===== src/rtl/decode_regfile.sv =====
// rtl/decode_regfile.sv - decode-stage register file with writeback receiver and hazard scoreboard
// Optional feature macro: RF_WB_BYPASS_EN (same-cycle writeback-to-read bypass and early wakeup).
module decode_regfile #(
  parameter int DATA_W = 32,
  parameter int ADDR_W = 5,
  parameter int PEND_W = 2
) (
  input  logic                     clk,
  input  logic                     rst_n,
  input  logic                     wb_we,
  input  logic [ADDR_W-1:0]        wb_addr,
  input  logic [DATA_W-1:0]        wb_data,
  input  logic [ADDR_W-1:0]        rs1_addr,
  input  logic [ADDR_W-1:0]        rs2_addr,
  output logic [DATA_W-1:0]        rs1_data,
  output logic [DATA_W-1:0]        rs2_data,
  input  logic                     issue_valid,
  input  logic                     issue_we,
  input  logic [ADDR_W-1:0]        issue_rd,
  output logic                     stall,
  output logic [(2**ADDR_W)-1:0]   busy_vec
);

  localparam int NUM_REGS = 2 ** ADDR_W;
  localparam logic [PEND_W-1:0] PEND_MAX = '1;
  localparam logic [PEND_W-1:0] PEND_ONE = PEND_W'(1);

  logic [DATA_W-1:0] regs [NUM_REGS];
  logic [PEND_W-1:0] pend [NUM_REGS];

  logic                wb_hit;
  logic                issue_hit;
  logic                rs1_not_ready;
  logic                rs2_not_ready;
  logic                rd_full;
  logic [NUM_REGS-1:0] inc_vec;
  logic [NUM_REGS-1:0] dec_vec;

  assign wb_hit = wb_we && (wb_addr != '0);

  // Register array; r0 is never written so it stays at its reset value of 0.
  always_ff @(posedge clk or negedge rst_n) begin
    if (!rst_n) begin
      for (int i = 0; i < NUM_REGS; i++) begin
        regs[i] <= '0;
      end
    end else if (wb_hit) begin
      regs[wb_addr] <= wb_data;
    end
  end

  always_comb begin
    rs1_data = '0;
    rs2_data = '0;
    if (rs1_addr != '0) begin
      rs1_data = regs[rs1_addr];
    end
    if (rs2_addr != '0) begin
      rs2_data = regs[rs2_addr];
    end
`ifdef RF_WB_BYPASS_EN
    if (wb_hit && (wb_addr == rs1_addr)) begin
      rs1_data = wb_data;
    end
    if (wb_hit && (wb_addr == rs2_addr)) begin
      rs2_data = wb_data;
    end
`endif
  end

  // A source is ready when nothing is in flight to it, or (with bypass) when the
  // last in-flight write is retiring in this very cycle.
  always_comb begin
    rs1_not_ready = (rs1_addr != '0) && (pend[rs1_addr] != '0);
    rs2_not_ready = (rs2_addr != '0) && (pend[rs2_addr] != '0);
`ifdef RF_WB_BYPASS_EN
    if (wb_hit && (wb_addr == rs1_addr) && (pend[rs1_addr] == PEND_ONE)) begin
      rs1_not_ready = 1'b0;
    end
    if (wb_hit && (wb_addr == rs2_addr) && (pend[rs2_addr] == PEND_ONE)) begin
      rs2_not_ready = 1'b0;
    end
`endif
  end

  // The full check deliberately ignores a same-cycle retire to keep the path short.
  assign rd_full   = issue_we && (issue_rd != '0) && (pend[issue_rd] == PEND_MAX);
  assign stall     = issue_valid && (rs1_not_ready || rs2_not_ready || rd_full);
  assign issue_hit = issue_valid && !stall && issue_we && (issue_rd != '0);

  always_comb begin
    inc_vec = '0;
    dec_vec = '0;
    if (issue_hit) begin
      inc_vec[issue_rd] = 1'b1;
    end
    if (wb_hit) begin
      dec_vec[wb_addr] = 1'b1;
    end
  end

  // Pending-write counters; a retire against an empty counter holds it at 0.
  always_ff @(posedge clk or negedge rst_n) begin
    if (!rst_n) begin
      for (int i = 0; i < NUM_REGS; i++) begin
        pend[i] <= '0;
      end
    end else begin
      for (int i = 1; i < NUM_REGS; i++) begin
        if (inc_vec[i] && !dec_vec[i]) begin
          pend[i] <= pend[i] + PEND_ONE;
        end else if (!inc_vec[i] && dec_vec[i] && (pend[i] != '0)) begin
          pend[i] <= pend[i] - PEND_ONE;
        end
      end
    end
  end

  always_comb begin
    busy_vec = '0;
    for (int i = 1; i < NUM_REGS; i++) begin
      busy_vec[i] = (pend[i] != '0);
    end
  end

endmodule


===== config.mk =====
export PLATFORM = sky130hd
export DESIGN_NAME = decode_regfile
export DESIGN_NICKNAME = d
export VERILOG_FILES = /design/src/rtl/decode_regfile.sv
export SDC_FILE = /design/constraint.sdc
export NUM_CORES = 2
export LEC_CHECK = 0
export ABC_AREA = 1
export ABC_CLOCK_PERIOD_IN_PS = 2800
export BUFFER_PORTS_ARGS = -buffer_cell sky130_fd_sc_hd__clkbuf_2
export CAP_MARGIN = 20
export CORE_MARGIN = 1.5
export CORE_UTILIZATION = 51
export CTS_BUF_LIST = sky130_fd_sc_hd__clkbuf_4 sky130_fd_sc_hd__clkbuf_8
export DETAILED_ROUTE_END_ITERATION = 10
export PLACE_DENSITY = 0.7
export SETUP_SLACK_MARGIN = 0.4
export SLEW_MARGIN = 20
export SYNTH_ARGS = -nofsm -noshare
export SYNTH_HDL_FRONTEND = slang
export SYNTH_SLANG_ARGS = --single-unit

===== constraint.sdc =====
create_clock -name clk -period 2.8 [get_ports clk]
set_input_delay 0.28 -clock clk [delete_from_list [all_inputs] [get_ports clk]]
set_output_delay 0.28 -clock clk [all_outputs]
set_load 0.01 [all_outputs]

# == Yosys cells after proc, flatten, opt, wreduce, memory -nomap -nowiden ==
# Cells that the tools add are included.
# word_totals
latch_bits,0
word_cells,465
n_memories,0
inputBits,57
regBits,1086
rom_bits,0
output_inout_bits,97
ramBits,0
# classes
n_mul,0
order_cmp,9
n_shift,0
n_div,0
eq_ne,1
bitwise_logic,4
mux,88
reduce_logical,238
addsub,62
# ops
operator,n
$bwmux W1024,1
$bmux W32 S5,2
$mux W32,9
$demux W32 S5,1
$mux W2,68
$reduce_bool A2 Y1,64
$logic_and A1 B1 Y1,105
$logic_not A1 Y1,63
$add A2 B1 Y2 const B,31
$sub A2 B1 Y2 const B,31
$bmux W2 S5,3
$ge A6 B6 Y1 const B,4
$not A5 Y6,4
$reduce_bool A5 Y1,4
$lt A5 B6 Y1 const B,2
$demux W1 S5,2
$ge A5 B1 Y1 const B,2
$lt A6 B1 Y1 const B,1
$eq A2 B2 Y1 const B,1
$logic_or A1 B1 Y1,2
$mux W1,2

# == Logic depth before layout (Yosys ltp) ==
# depth
ltp_word,19
mapped_depth,19
mapped_depth_nobuf,17

# == Worst setup path before layout ==
# No wires, ideal clock.
# synth_path
kind,input-to-output
startpoint,in rs1_addr[0]
endpoint,out rs1_data[1]
t_arrival_ns,2.037
slack_ns,0.483
n_path_buf,4
stages,11
t_required_ns,2.520
cell_sequence,buf_2 > nand2_1 > clkbuf_1 > clkbuf_1 > clkbuf_1 > o221ai_1 > o22ai_1 > nand2_1 > nand3_1 > nand2_1 > a31oi_1
# synth_via
elab_chain_cells,5
word_cells_on_any_way,6
classes_between,mux (4); bitwise (1); reduce/logical (1)
# synth_rtl
element,line,rtl
from (decl),13,"input logic [ADDR_W-1:0] rs1_addr,"
$not A5 Y6 (implied by the code),56,rs1_data = regs[rs1_addr];
$bmux W32 S5,56,
$mux W32 (implied by the code) (2 in series),56,
$mux W32 *,55,if (rs1_addr != '0) begin
to (decl),15,"output logic [DATA_W-1:0] rs1_data,"
# Every way passes the cells marked *; elsewhere a longest branch is shown, timed or not. The select of a mux whose other input is x is not followed.

# == Worst setup path in the final report ==
# layout_path
startpoint,reg pend[49] (netlist name)
endpoint,out stall
# layout_via
elab_chain_cells,8
word_cells_on_any_way,18
classes_between,eq/ne (1); mux (9); reduce/logical (8)
# layout_rtl
element,line,rtl
from (decl),29,logic [PEND_W-1:0] pend [NUM_REGS];
"from (signal, indexed assignment)",111,pend[i] <= pend[i] + PEND_ONE;
"from (signal, indexed assignment)",113,pend[i] <= pend[i] - PEND_ONE;
$bmux W2 S5 (on tied branches),"74, 75",
$mux W2 (on tied branches) (2 in series),"74, 75",
$reduce_bool A2 Y1 (on tied branches),"74, 75",
$logic_and A1 B1 Y1 (on tied branches),"74, 75",
$logic_or A1 B1 Y1,88,assign stall = issue_valid && (rs1_not_ready || rs2_not_ready || rd_full);
$logic_or A1 B1 Y1 *,88,
$logic_and A1 B1 Y1 *,88,
to (decl),20,"output logic stall,"
# Marks and branches as above.

==> impl_metrics.toml <==
[status]
outcome = "finished, violations left"
violations = "design-rule violations, negative setup slack"

[placed_design]
gp_congestion = 0.984
dp_hpwl_mm = 135
portBuffers = 152

[sta]
fin_skew_ns = 0.0414
report.final.hold_viol_count = 0
setup_viol = 1
rsz0062_at_grt = "yes"
fmax_ghz = 0.354
layout_setup_ws_ns = -0.0275
maxSlewHeadroom_pct = 16.7
timing.final.crit_share_pct = 101
report.final.slew_viol_count = 0
period_needed_ns = 2.83
worstMarginPinSlew_ns = 1.25
holdWs_ns = 0.0868

[worst_setup_path]
crit_type = "flop to output port"
crit_path_start_kind = "flop"
end_kind = "output port"
cp_slowest_cell = "dfrtp_1"
path_max_fanout = 3
critPathMaxStageDelay_ns = 0.43
crit_chain = "nor2_4, nor2_1, a21oi_2, nand3_1, nand2_1, nand3_1, nand2_2, nand2_2, o21ai_2, inv_1, buf_6"
cp.arrival_ns = 2.55
cp.required_ns = 2.52

[synthesis]
synth_simple_gate_area_share_pct = 17.9
syn-num-nets = 7268
post-synth-top-area-cell = "dfrtp_1"
synth_edf_count = 0
syn_area_per_cell_um2 = 7.76
syn_area_mm2 = 0.0559
yosysWarningCount = 2
synth_fa_ha_area_share_pct = 0
yosys.area_share.xor_xnor_pct = 0
synth_top_family_by_area = "compound AO/OA/AOI/OAI gates"
synth_top_area_share_pct = 48.6
yosysUniqueCellTypes = 32
synthCells = 7211
synth_mux_area_share_pct = 0
synth-main-ff-cell = "dfrtp_1"
yosysSeqAreaShare_pct = 48.6
synth_commonest_cells = "nand2_1 (2117), o21ai_0 (1518), dfrtp_1 (1086)"
async_flop_share_pct = 100
yosys-top-cells-area = "dfrtp_1 (49%), nand2_1 (14%), o21ai_0 (14%), o221ai_1 (7.5%), clkbuf_1 (4.2%)"
synth_compound_area_share_pct = 25.7
ys_ff_latch = 1086
synth_most_common_cell = "nand2_1"

[cells_and_area]
n_fill_cell = 9202
nNetsFinal = 7353
layout-drive-gt1-share_pct = 19.9
area_growth_pct = 22.6

[clock_network]
cts-root-buf = "clkbuf_8"
cts_buffers = 183
clock_sink_count = 1086
cts_buffer_depth = 3
clk_latency_ns = 0.90
htree_num_levels = 4
clk_pin_slew_ns = 0.06
cts_tree = "done"

[floorplanning]
initial_core_util_pct = 51.4
boundaryPins = 154
rows = 121
die-height_um = 334
die-area_mm2 = 0.112
die_w_um = 334
core_mm2 = 0.109

[route]
drt-pass1-iter-count = 11
wl_mm = 236
drc = 3
wire_per_inst_um = 26.6
num_vias = 58909
drtIter0Drc = 9505
drt-vias-per-instance = 6.65
drtAntennaViolNets = 0

[global_routing]
busiest_layer = "met2"
met2_usage_pct = 59.0
grtUsageMet1_pct = 53.8
grt.overflow.total = 0
grt_max_degree = 115
gr-usage-met3_pct = 12.4
grt_usage_pct = 40.6
grt_pass1_wl_mm = 344
grt_pass1_vias = 54974
grt_antenna_before_repair = 18

[worst_hold_path]
hold_class = "primary input to flop"

[power_and_ir_drop]
p_leak_uw = 0.0304
power.total_uw = 47500
peakVddDrop_uv = 576
p_per_area_mw_per_mm2 = 692

[run]
cap_viol_max_count = 0
==> state kept, by name (all words and copies together) (netlist names) <==
| register | flops |
|---|---|
| regs | 1024 |
| pend | 62 |
==> power by group <==
part	leakage (uW)	internal [uW]	switching, uW
Sequential	0.0136	18700	2290
Clock	0.00213	8610	6990
Combinational	0.0146	4180	6660
Total	0.0304	31500	15900
==> worst paths after layout <==
path,startpoint,end,slack [ns],cells after the start
min in group asynchronous,rst_n,regs[165],0.10,3
min,issue_rd[2],pend[42],0.09,7
max in group asynchronous,rst_n,pend[54],2.01,3
max,pend[49],stall,-0.03,11
max reg2reg,pend[49],pend[32],0.32,16
min reg2reg,regs[1000],regs[1000],0.39,0
==> timing repair <==
| action | 4_1_cts | 5_1_grt |
|---|---|---|
| hold buffers | 37 | 0 |
| hold endpoints to repair | 1205 | 0 |
| cloned | 4 | 15 |
| buffers inserted | 25 | 53 |
| gates resized for setup | 415 | 396 |
| pin swaps | 168 | 219 |
| setup endpoints to repair | 81 | 126 |
==> stage by stage <==
stage / util [%] / cells / area (um^2) / setup WS [ns] / TNS (ns)
global route: 63.0 / 8856 / 68600 / -0.128 / -0.245
detailed placement: 55.0 / 8391 / 59900 / 0.0969 / 0
finish: 63.0 / 8864 / 68600 / -0.0275 / -0.0275
CTS: 60.8 / 8785 / 66200 / -0.0221 / -0.0221
floorplan: - / 7211 / 55900 / 0.483 / 0
global placement: 55.0 / 8391 / 59900 / 0.126 / 0
==> cell type report <==
cell class	count	area, um^2	area share [%]
Antenna cell	11	27.5	0.0401
Clock buffer	287	3620	5.28
Clock inverter	41	369	0.538
Inverter	477	1840	2.68
Multi-Input combinational cell	4961	27100	39.5
Sequential cell	1086	27200	39.6
Tap cell	1414	1770	2.58
Timing Repair Buffer	586	6700	9.76
Timing Repair inverter	1	8.76	0.0128
==> cell usage in the layout, fill, tap and decap left out, drive strengths merged, types with 15 or more instances in the layout <==
| cell | count |
|---|---|
| nand4 | 34 |
| o221ai | 481 |
| clkbuf | 387 |
| a31oi | 64 |
| nand2 | 2118 |
| buf | 449 |
| dlygate4sd3 | 36 |
| nor2 | 159 |
| inv | 481 |
| dfrtp | 1086 |
| clkinv | 29 |
| nor3 | 15 |
| o22ai | 243 |
| o21ai | 1545 |
| a21oi | 23 |
| o211ai | 17 |
| nand3 | 229 |
==> routing by layer <==
| layer | share of wire, % | wire length [um] |
|---|---|---|
| met5 | 0.044 | 103 |
| met4 | 6.4 | 15100 |
| met3 | 15 | 34600 |
| met2 | 42 | 98700 |
| met1 | 37 | 87200 |
==> critical path: cells and delay by family, from the launching register on <==
kind | cells | cell delay, ns
AND/OR/NAND/NOR | 7 | 0.77
AO/OA/AOI/OAI | 2 | 0.27
flip-flops | 1 | 0.43
buffers and inverters | 2 | 0.19
==> cell families after synthesis <==
family | Yosys count
compound gates | 2404
buf+inv | 1164
flops | 1086
other cells | 1
simple gates | 2556
No activity file was read; power rests on OpenSTA's default activity.
